**config.mk**
```make
export PLATFORM = sky130hd
export DESIGN_NAME = hazard_unit_flat
export DESIGN_NICKNAME = d
export VERILOG_FILES = /design/src/rtl/types_pkg.sv /design/src/rtl/hazard_unit_if.sv /design/src/rtl/hazard_unit_sat_counter.sv /design/src/rtl/hazard_unit.sv /design/src/flat_wrapper.sv
export SDC_FILE = /design/constraint.sdc
export NUM_CORES = 1
export LEC_CHECK = 0
export BUFFER_PORTS_ARGS = -buffer_cell sky130_fd_sc_hd__buf_2
export CAP_MARGIN = 30
export CORE_ASPECT_RATIO = 0.6
export CORE_MARGIN = 1
export CORE_UTILIZATION = 48
export DETAILED_ROUTE_END_ITERATION = 16
export GPL_TIMING_DRIVEN = 0
export PLACE_DENSITY = 0.73
export REMOVE_ABC_BUFFERS = 1
export SYNTH_ARGS = -nofsm -noshare
export SYNTH_HDL_FRONTEND = slang
export SYNTH_SLANG_ARGS = --single-unit
```
**constraint.sdc**
```tcl
create_clock -name clk -period 2.7 [get_ports clk]
set_clock_uncertainty 0.15 [all_clocks]
set_input_delay 0.675 -clock clk [delete_from_list [all_inputs] [get_ports clk]]
set_output_delay 0.675 -clock clk [all_outputs]
set_load 0.05 [all_outputs]
```
**src/rtl/types_pkg.sv**
```systemverilog
// Shared types for the RV32 pipeline: register addresses, forward selects,
// and the data-memory wait FSM states used by the hazard unit.
package types_pkg;

    localparam int REG_ADDR_WIDTH = 5;

    typedef logic [REG_ADDR_WIDTH-1:0] reg_addr_t;

    typedef enum logic [1:0] {
        FWD_RF = 2'b00,
        FWD_W  = 2'b01,
        FWD_M  = 2'b10
    } fwd_sel_t;

    typedef enum logic {
        IDLE     = 1'b0,
        MEM_WAIT = 1'b1
    } mem_state_t;

    // x0 is hardwired to zero, so it is never a forwarding target; M is newer than W.
    function automatic fwd_sel_t fwd_select(
        input reg_addr_t rs,
        input reg_addr_t rd_m,
        input logic      we_m,
        input reg_addr_t rd_w,
        input logic      we_w
    );
        fwd_sel_t sel;
        sel = FWD_RF;
        if (rs != '0 && we_m && rs == rd_m)
            sel = FWD_M;
        else if (rs != '0 && we_w && rs == rd_w)
            sel = FWD_W;
        return sel;
    endfunction

endpackage

```
**src/rtl/hazard_unit_if.sv**
```systemverilog
// Datapath <-> hazard unit bundle: register addresses and control bits in,
// stall/flush/forward controls, watchdog flag and performance counters out.
interface hazard_unit_if
    import types_pkg::*;
#(
    parameter int CNT_WIDTH = 32
);
    reg_addr_t Rs1D, Rs2D;
    reg_addr_t Rs1E, Rs2E, RdE;
    reg_addr_t RdM, RdW;
    logic      RegWriteM, RegWriteW;
    logic      ResultSrcE0;
    logic      PCSrcE;
    logic      mem_req_M;
    logic      mem_ready;

    logic      StallF, StallD, StallE, StallM, StallW;
    logic      FlushD, FlushE;
    fwd_sel_t  ForwardAE, ForwardEE;
    logic      mem_timeout;
    logic [CNT_WIDTH-1:0] stall_cycles, flush_count, lu_count;

    // Datapath side.
    modport master (
        output Rs1D, Rs2D, Rs1E, Rs2E, RdE, RdM, RdW,
        output RegWriteM, RegWriteW, ResultSrcE0, PCSrcE, mem_req_M, mem_ready,
        input  StallF, StallD, StallE, StallM, StallW, FlushD, FlushE,
        input  ForwardAE, ForwardEE, mem_timeout, stall_cycles, flush_count, lu_count
    );

    // Hazard unit side.
    modport slave (
        input  Rs1D, Rs2D, Rs1E, Rs2E, RdE, RdM, RdW,
        input  RegWriteM, RegWriteW, ResultSrcE0, PCSrcE, mem_req_M, mem_ready,
        output StallF, StallD, StallE, StallM, StallW, FlushD, FlushE,
        output ForwardAE, ForwardEE, mem_timeout, stall_cycles, flush_count, lu_count
    );

endinterface

```
**src/rtl/hazard_unit_sat_counter.sv**
```systemverilog
// Up-counter that sticks at all-ones instead of wrapping; synchronous reset.
module sat_counter #(
    parameter int CNT_WIDTH = 32
) (
    input  logic                 clk,
    input  logic                 reset,
    input  logic                 inc,
    output logic [CNT_WIDTH-1:0] count
);

    // NOTE: sequential state uses non-blocking assignments so every flop samples
    // pre-edge values regardless of process ordering.
    always_ff @(posedge clk) begin
        if (reset)
            count <= '0;
        else if (inc && count != '1)
            count <= count + 1'b1;
    end

endmodule

```
**src/rtl/hazard_unit.sv**
```systemverilog
// Pipeline hazard controller: load-use stall, branch flush, EX forwarding,
// data-memory wait freeze with watchdog, and saturating performance counters.
module hazard_unit
    import types_pkg::*;
#(
    parameter int CNT_WIDTH = 32,
    parameter int MAX_WAIT  = 255
) (
    input  logic         clk,
    input  logic         reset,
    hazard_unit_if.slave hz
);

    localparam int WAIT_W = $clog2(MAX_WAIT + 1);
    localparam logic [WAIT_W-1:0] WAIT_MAX  = WAIT_W'(MAX_WAIT);
    localparam logic [WAIT_W-1:0] WAIT_LAST = WAIT_W'(MAX_WAIT - 1);

    mem_state_t        state, state_next;
    logic [WAIT_W-1:0] wait_cnt;
    logic              lw_stall, mem_stall;
    logic              stall_f, flush_inc, lu_inc;

    always_comb begin
        lw_stall  = hz.ResultSrcE0 && (hz.RdE != '0) &&
                    ((hz.Rs1D == hz.RdE) || (hz.Rs2D == hz.RdE));
        mem_stall = hz.mem_req_M && !hz.mem_ready;
    end

    // NOTE: every output gets a default first so no path through the block
    // leaves a signal unassigned and infers a latch.
    always_comb begin
        stall_f      = 1'b0;
        hz.StallD    = 1'b0;
        hz.StallE    = 1'b0;
        hz.StallM    = 1'b0;
        hz.StallW    = 1'b0;
        hz.FlushD    = 1'b0;
        hz.FlushE    = 1'b0;
        hz.ForwardAE = FWD_RF;
        hz.ForwardEE = FWD_RF;

        if (reset) begin
            hz.FlushD = 1'b1;
            hz.FlushE = 1'b1;
        end else begin
            hz.ForwardAE = fwd_select(hz.Rs1E, hz.RdM, hz.RegWriteM, hz.RdW, hz.RegWriteW);
            hz.ForwardEE = fwd_select(hz.Rs2E, hz.RdM, hz.RegWriteM, hz.RdW, hz.RegWriteW);
            if (mem_stall) begin
                // Whole-pipe freeze; W is held rather than bubbled so its
                // forwarding source stays valid while E waits.
                stall_f   = 1'b1;
                hz.StallD = 1'b1;
                hz.StallE = 1'b1;
                hz.StallM = 1'b1;
                hz.StallW = 1'b1;
            end else begin
                stall_f   = lw_stall;
                hz.StallD = lw_stall;
                hz.FlushD = hz.PCSrcE;
                hz.FlushE = lw_stall || hz.PCSrcE;
            end
        end
    end

    assign hz.StallF = stall_f;

    always_ff @(posedge clk) begin
        if (reset)
            state <= IDLE;
        else
            state <= state_next;
    end

    always_comb begin
        state_next = state;
        case (state)
            IDLE:     if (mem_stall)    state_next = MEM_WAIT;
            MEM_WAIT: if (hz.mem_ready) state_next = IDLE;
            default:                    state_next = IDLE;
        endcase
    end

    // Watchdog: counts cycles spent in MEM_WAIT; the error flag rises on the
    // edge where the count reaches MAX_WAIT and is cleared only by reset.
    always_ff @(posedge clk) begin
        if (reset) begin
            wait_cnt       <= '0;
            hz.mem_timeout <= 1'b0;
        end else if (state == IDLE) begin
            wait_cnt <= '0;
        end else begin
            if (wait_cnt != WAIT_MAX)
                wait_cnt <= wait_cnt + 1'b1;
            if (wait_cnt >= WAIT_LAST)
                hz.mem_timeout <= 1'b1;
        end
    end

    assign flush_inc = hz.PCSrcE && !mem_stall;
    assign lu_inc    = lw_stall && !mem_stall;

    sat_counter #(.CNT_WIDTH(CNT_WIDTH)) u_stall_cnt (
        .clk   (clk),
        .reset (reset),
        .inc   (stall_f),
        .count (hz.stall_cycles)
    );

    sat_counter #(.CNT_WIDTH(CNT_WIDTH)) u_flush_cnt (
        .clk   (clk),
        .reset (reset),
        .inc   (flush_inc),
        .count (hz.flush_count)
    );

    sat_counter #(.CNT_WIDTH(CNT_WIDTH)) u_lu_cnt (
        .clk   (clk),
        .reset (reset),
        .inc   (lu_inc),
        .count (hz.lu_count)
    );

endmodule

```
**src/flat_wrapper.sv**
```systemverilog
// flat-port wrapper written by rule: the top's interface ports become plain ports
module hazard_unit_flat import types_pkg::*;
#(
    parameter int CNT_WIDTH = 32,
    parameter int MAX_WAIT  = 255
)
  (clk, reset, hz_Rs1D, hz_Rs2D, hz_Rs1E, hz_Rs2E, hz_RdE, hz_RdM, hz_RdW, hz_RegWriteM, hz_RegWriteW, hz_ResultSrcE0, hz_PCSrcE, hz_mem_req_M, hz_mem_ready, hz_StallF, hz_StallD, hz_StallE, hz_StallM, hz_StallW, hz_FlushD, hz_FlushE, hz_ForwardAE, hz_ForwardEE, hz_mem_timeout, hz_stall_cycles, hz_flush_count, hz_lu_count);
  hazard_unit_if #(.CNT_WIDTH(CNT_WIDTH)) hz_i ();
  input  logic clk;
  input  logic reset;
  input wire logic [$bits(hz_i.Rs1D)-1:0] hz_Rs1D;
  input wire logic [$bits(hz_i.Rs2D)-1:0] hz_Rs2D;
  input wire logic [$bits(hz_i.Rs1E)-1:0] hz_Rs1E;
  input wire logic [$bits(hz_i.Rs2E)-1:0] hz_Rs2E;
  input wire logic [$bits(hz_i.RdE)-1:0] hz_RdE;
  input wire logic [$bits(hz_i.RdM)-1:0] hz_RdM;
  input wire logic [$bits(hz_i.RdW)-1:0] hz_RdW;
  input wire logic [$bits(hz_i.RegWriteM)-1:0] hz_RegWriteM;
  input wire logic [$bits(hz_i.RegWriteW)-1:0] hz_RegWriteW;
  input wire logic [$bits(hz_i.ResultSrcE0)-1:0] hz_ResultSrcE0;
  input wire logic [$bits(hz_i.PCSrcE)-1:0] hz_PCSrcE;
  input wire logic [$bits(hz_i.mem_req_M)-1:0] hz_mem_req_M;
  input wire logic [$bits(hz_i.mem_ready)-1:0] hz_mem_ready;
  output wire logic [$bits(hz_i.StallF)-1:0] hz_StallF;
  output wire logic [$bits(hz_i.StallD)-1:0] hz_StallD;
  output wire logic [$bits(hz_i.StallE)-1:0] hz_StallE;
  output wire logic [$bits(hz_i.StallM)-1:0] hz_StallM;
  output wire logic [$bits(hz_i.StallW)-1:0] hz_StallW;
  output wire logic [$bits(hz_i.FlushD)-1:0] hz_FlushD;
  output wire logic [$bits(hz_i.FlushE)-1:0] hz_FlushE;
  output wire logic [$bits(hz_i.ForwardAE)-1:0] hz_ForwardAE;
  output wire logic [$bits(hz_i.ForwardEE)-1:0] hz_ForwardEE;
  output wire logic [$bits(hz_i.mem_timeout)-1:0] hz_mem_timeout;
  output wire logic [$bits(hz_i.stall_cycles)-1:0] hz_stall_cycles;
  output wire logic [$bits(hz_i.flush_count)-1:0] hz_flush_count;
  output wire logic [$bits(hz_i.lu_count)-1:0] hz_lu_count;
  assign hz_i.Rs1D = hz_Rs1D;
  assign hz_i.Rs2D = hz_Rs2D;
  assign hz_i.Rs1E = hz_Rs1E;
  assign hz_i.Rs2E = hz_Rs2E;
  assign hz_i.RdE = hz_RdE;
  assign hz_i.RdM = hz_RdM;
  assign hz_i.RdW = hz_RdW;
  assign hz_i.RegWriteM = hz_RegWriteM;
  assign hz_i.RegWriteW = hz_RegWriteW;
  assign hz_i.ResultSrcE0 = hz_ResultSrcE0;
  assign hz_i.PCSrcE = hz_PCSrcE;
  assign hz_i.mem_req_M = hz_mem_req_M;
  assign hz_i.mem_ready = hz_mem_ready;
  assign hz_StallF = hz_i.StallF;
  assign hz_StallD = hz_i.StallD;
  assign hz_StallE = hz_i.StallE;
  assign hz_StallM = hz_i.StallM;
  assign hz_StallW = hz_i.StallW;
  assign hz_FlushD = hz_i.FlushD;
  assign hz_FlushE = hz_i.FlushE;
  assign hz_ForwardAE = hz_i.ForwardAE;
  assign hz_ForwardEE = hz_i.ForwardEE;
  assign hz_mem_timeout = hz_i.mem_timeout;
  assign hz_stall_cycles = hz_i.stall_cycles;
  assign hz_flush_count = hz_i.flush_count;
  assign hz_lu_count = hz_i.lu_count;
  hazard_unit #(.CNT_WIDTH(CNT_WIDTH), .MAX_WAIT(MAX_WAIT)) u_core (.clk(clk), .reset(reset), .hz(hz_i));
endmodule
```
==> impl_metrics.toml <==
[status]
status = "complete, but fails checks"
violations = "setup timing"

[clock_tree]
cts_tree = "yes"
cts.path.max_buffers = 2
clk_latency_ps = 350
numCtsBuffers = 9
cts_root_buf = "clkbuf_16"
numClockSinks = 106
path_clk_slew_ps = 70
ctsHtreeMaxLevel = 3
cts_hold_buf = 0

[drt]
drt_wl_total_um = 15900
detail_route.vias_per_cell = 5.80
route.detailed.drc = 0
num_vias = 5799
ant_nets = 0
first_iter_violations = 283
drtPass1Iterations = 5
wl_per_cell_um = 15.9

[floorplanning]
start_util_pct = 49.7
dieWidth_um = 142
die_h_um = 86.0
pin_count = 151
std_cell_rows = 30
dieArea_um2 = 12200
core-area_um2 = 11400

[timing]
hold_viol_final = 0
finalCritPeriodShare_pct = 107
max_slew_margin_pct = 41.9
slew_violations = 0
fmax_mhz = 345
setup_tns_ps = -704
rsz0062_at_grt = "yes"
setup_viol = 7
finalWorstSetupSlack_ps = -197
finalCriticalPeriod_ps = 2900
worst_slew_pin_slew_ps = 863

[layout]
final_util_pct = 64.6
drive_above_1_share_pct = 27.1
final_area_um2 = 7340
fill_cells = 996
diodes = 0
layoutNonFillerInstCount = 999
area_growth_pct = 29.9
finalNetCount = 882

[pwr]
power_density_nw_per_um2 = 447
vdd_drop_max_mv = 0.283
leakagePower_uw = 0.00283

[worst_setup_path]
crit_chain = "buf_8 -> or4_4 -> nor2_4 -> nor4_4 -> nor4_2 -> buf_4"
cp.required_ps = 1880
reg2reg_to = "u_core.u_lu_cnt.count[31]"
worstPathArrival_ps = 2070
r2r-start = "u_core.u_lu_cnt.count[3]"
critical_path.max_stage_delay_ps = 540
crit_fanout = 3
crit_path_start = "hz_Rs2E[3]"
crit_path_start_kind = "primary input"
critPathKind = "in2out"
worstSetupEndpoint = "hz_ForwardEE[0]"
worstSetupEndpointType = "primary output"
reg2reg_depth = 5
r2r_slack_ps = 130
cpMaxStageDelayCell = "or4_4"

[worst_hold_path]
hold_class = "reg2reg"
worstHoldPathCells = 2

[logic_synthesis]
yosysWarnings = 0
mappedNetlistArea_um2 = 5650
yosysUniqueCellTypes = 48
synth_seq_cells = 106
synthCells = 678
synth_seq_area_share_pct = 37.6
async_flop_share_pct = 0
synth_edf_count = 0
syn_avg_cell_area_um2 = 8.33
synth_ff_type = "dfxtp_1"

[placed_design]
dp_hpwl_um = 10500
portBuffers = 150
place_inst = 959
gp_congestion = 0.883
place_ws_ps = -777
placed_cell_area_um2 = 6520

[global_routing]
antenna_found_initial = 0
grtUsageTotal_pct = 25.8
grt_pass1_wl_um = 25200
grt_pass1_vias = 5206
grt_max_degree = 43
grt.overflow.total = 0

[flow_run]
cap_violations = 0
[worst min path at each step]
stage,start,to,slack (ps)
4_1_cts,u_core.hz.mem_timeout,u_core.hz.mem_timeout,350
5_1_grt,u_core.u_stall_cnt.count[8],u_core.u_stall_cnt.count[8],380
3_5_place_dp,u_core.hz.mem_timeout,u_core.hz.mem_timeout,330
3_3_place_gp,u_core.hz.mem_timeout,u_core.hz.mem_timeout,300
6_report,u_core.u_lu_cnt.count[30],u_core.u_lu_cnt.count[30],350
2_1_floorplan,u_core.wait_cnt[7],u_core.wait_cnt[7],340
[cells in the mapped netlist (all sizes together), types with 15 or more instances]
library cell / count / area [µm²]
nor4: 15 / 113
nand2: 44 / 165
buf: 17 / 97.6
a21oi: 56 / 280
xnor2: 32 / 280
nor2: 72 / 273
nand3: 45 / 235
or3: 18 / 113
nand4: 39 / 256
dfxtp: 106 / 2120
clkbuf: 15 / 56.3
o31ai: 32 / 240
or4: 37 / 278
xor2: 36 / 315
o21ai: 19 / 95.1
[worst max-delay path, delay by kind of cell]
kind / cells / cell delay [ps]
simple gates: 4 / 1050
buf+inv: 2 / 350
[sequential cells by signal, indices dropped and copies added, names as in the netlist]
| signal | cells |
|---|---|
| u_core.state | 1 |
| u_core.u_stall_cnt.count | 32 |
| u_core.hz.mem_timeout | 1 |
| u_core.wait_cnt | 8 |
| u_core.u_lu_cnt.count | 32 |
| u_core.u_flush_cnt.count | 32 |
[timing repair]
item,CTS,global route
buffers inserted,11,10
resized for setup,51,17
endpoints found under the setup margin,55,30
cloned,3,0
pin swaps,17,12
[report_power, final]
group	internal (µW)	leakage, µW	switching (µW)	total [µW]
registers	1570	0.000854	9.26	1580
clock network	779	0.000154	587	1370
logic	132	0.00183	204	336
[layer usage]
layer	wire [µm]	up-vias	GRT usage, %
met3	841	19	5.97
met4	207	0	8.21
met2	7260	164	40.7
li1	-	2835	-
met5	0	-	0
met1	7600	2781	34.8
[layout make-up]
type                       instances  area (µm²)  share of cell area [%]
clock buffer                      12         256                    3.49
sequential                       106        2120                    28.9
multi-input combinational        530        3540                    48.2
inverter                          12        45.0                   0.613
tap                              160         200                    2.73
clock inverter                     4        56.3                   0.767
timing repair buffer             175        1120                    15.3
[stage by stage]
step | hold WS (ps) | power, µW
finish | 353 | 3280
global route | 381 | 3400
CTS | 352 | 3290
detailed placement | 325 | 1870
global placement | 298 | 1850
floorplan | 342 | 1750
[cells in the final DEF (no fill, tap or decap), types with 3 or more instances in the layout]
cell type	netlist	final
mux2_1	8	8
a31oi_1	3	3
a21oi_1	56	55
nor2_1	71	68
and3_1	10	10
clkbuf_16	0	9
o31ai_1	32	32
or3_1	18	18
or4_4	0	3
or4_1	37	34
xor2_1	36	36
ha_1	5	5
dfxtp_1	106	106
o21ai_1	10	10
nand4_1	37	37
and2_1	7	6
and4_1	12	12
buf_6	0	6
o21ai_0	9	9
nor4_2	3	4
nor3_1	6	6
nand3_1	43	40
nand2_1	44	43
nor4_4	0	3
nand3_2	2	5
buf_4	5	22
xnor2_1	32	30
buf_8	0	8
buf_2	12	136
nor2_4	0	4
nor4_1	12	8
nor2b_1	8	8
inv_1	12	12
mux2i_1	3	3
[cell families (layout without fill, tap and decap cells)]
kind of cell / Yosys count / count (layout) / share of synthesized area, %
DFF: 106 / 106 / 37.6
buffers and inverters: 44 / 203 / 3.52
and+or+nand+nor: 321 / 323 / 31.6
AOI/OAI and AO/OA: 123 / 123 / 13.5
muxes: 11 / 11 / 2.13
xor gates and xnor gates: 68 / 68 / 10.5
adders and majority gates: 5 / 5 / 1.11
(Power assumes the default switching activity.)
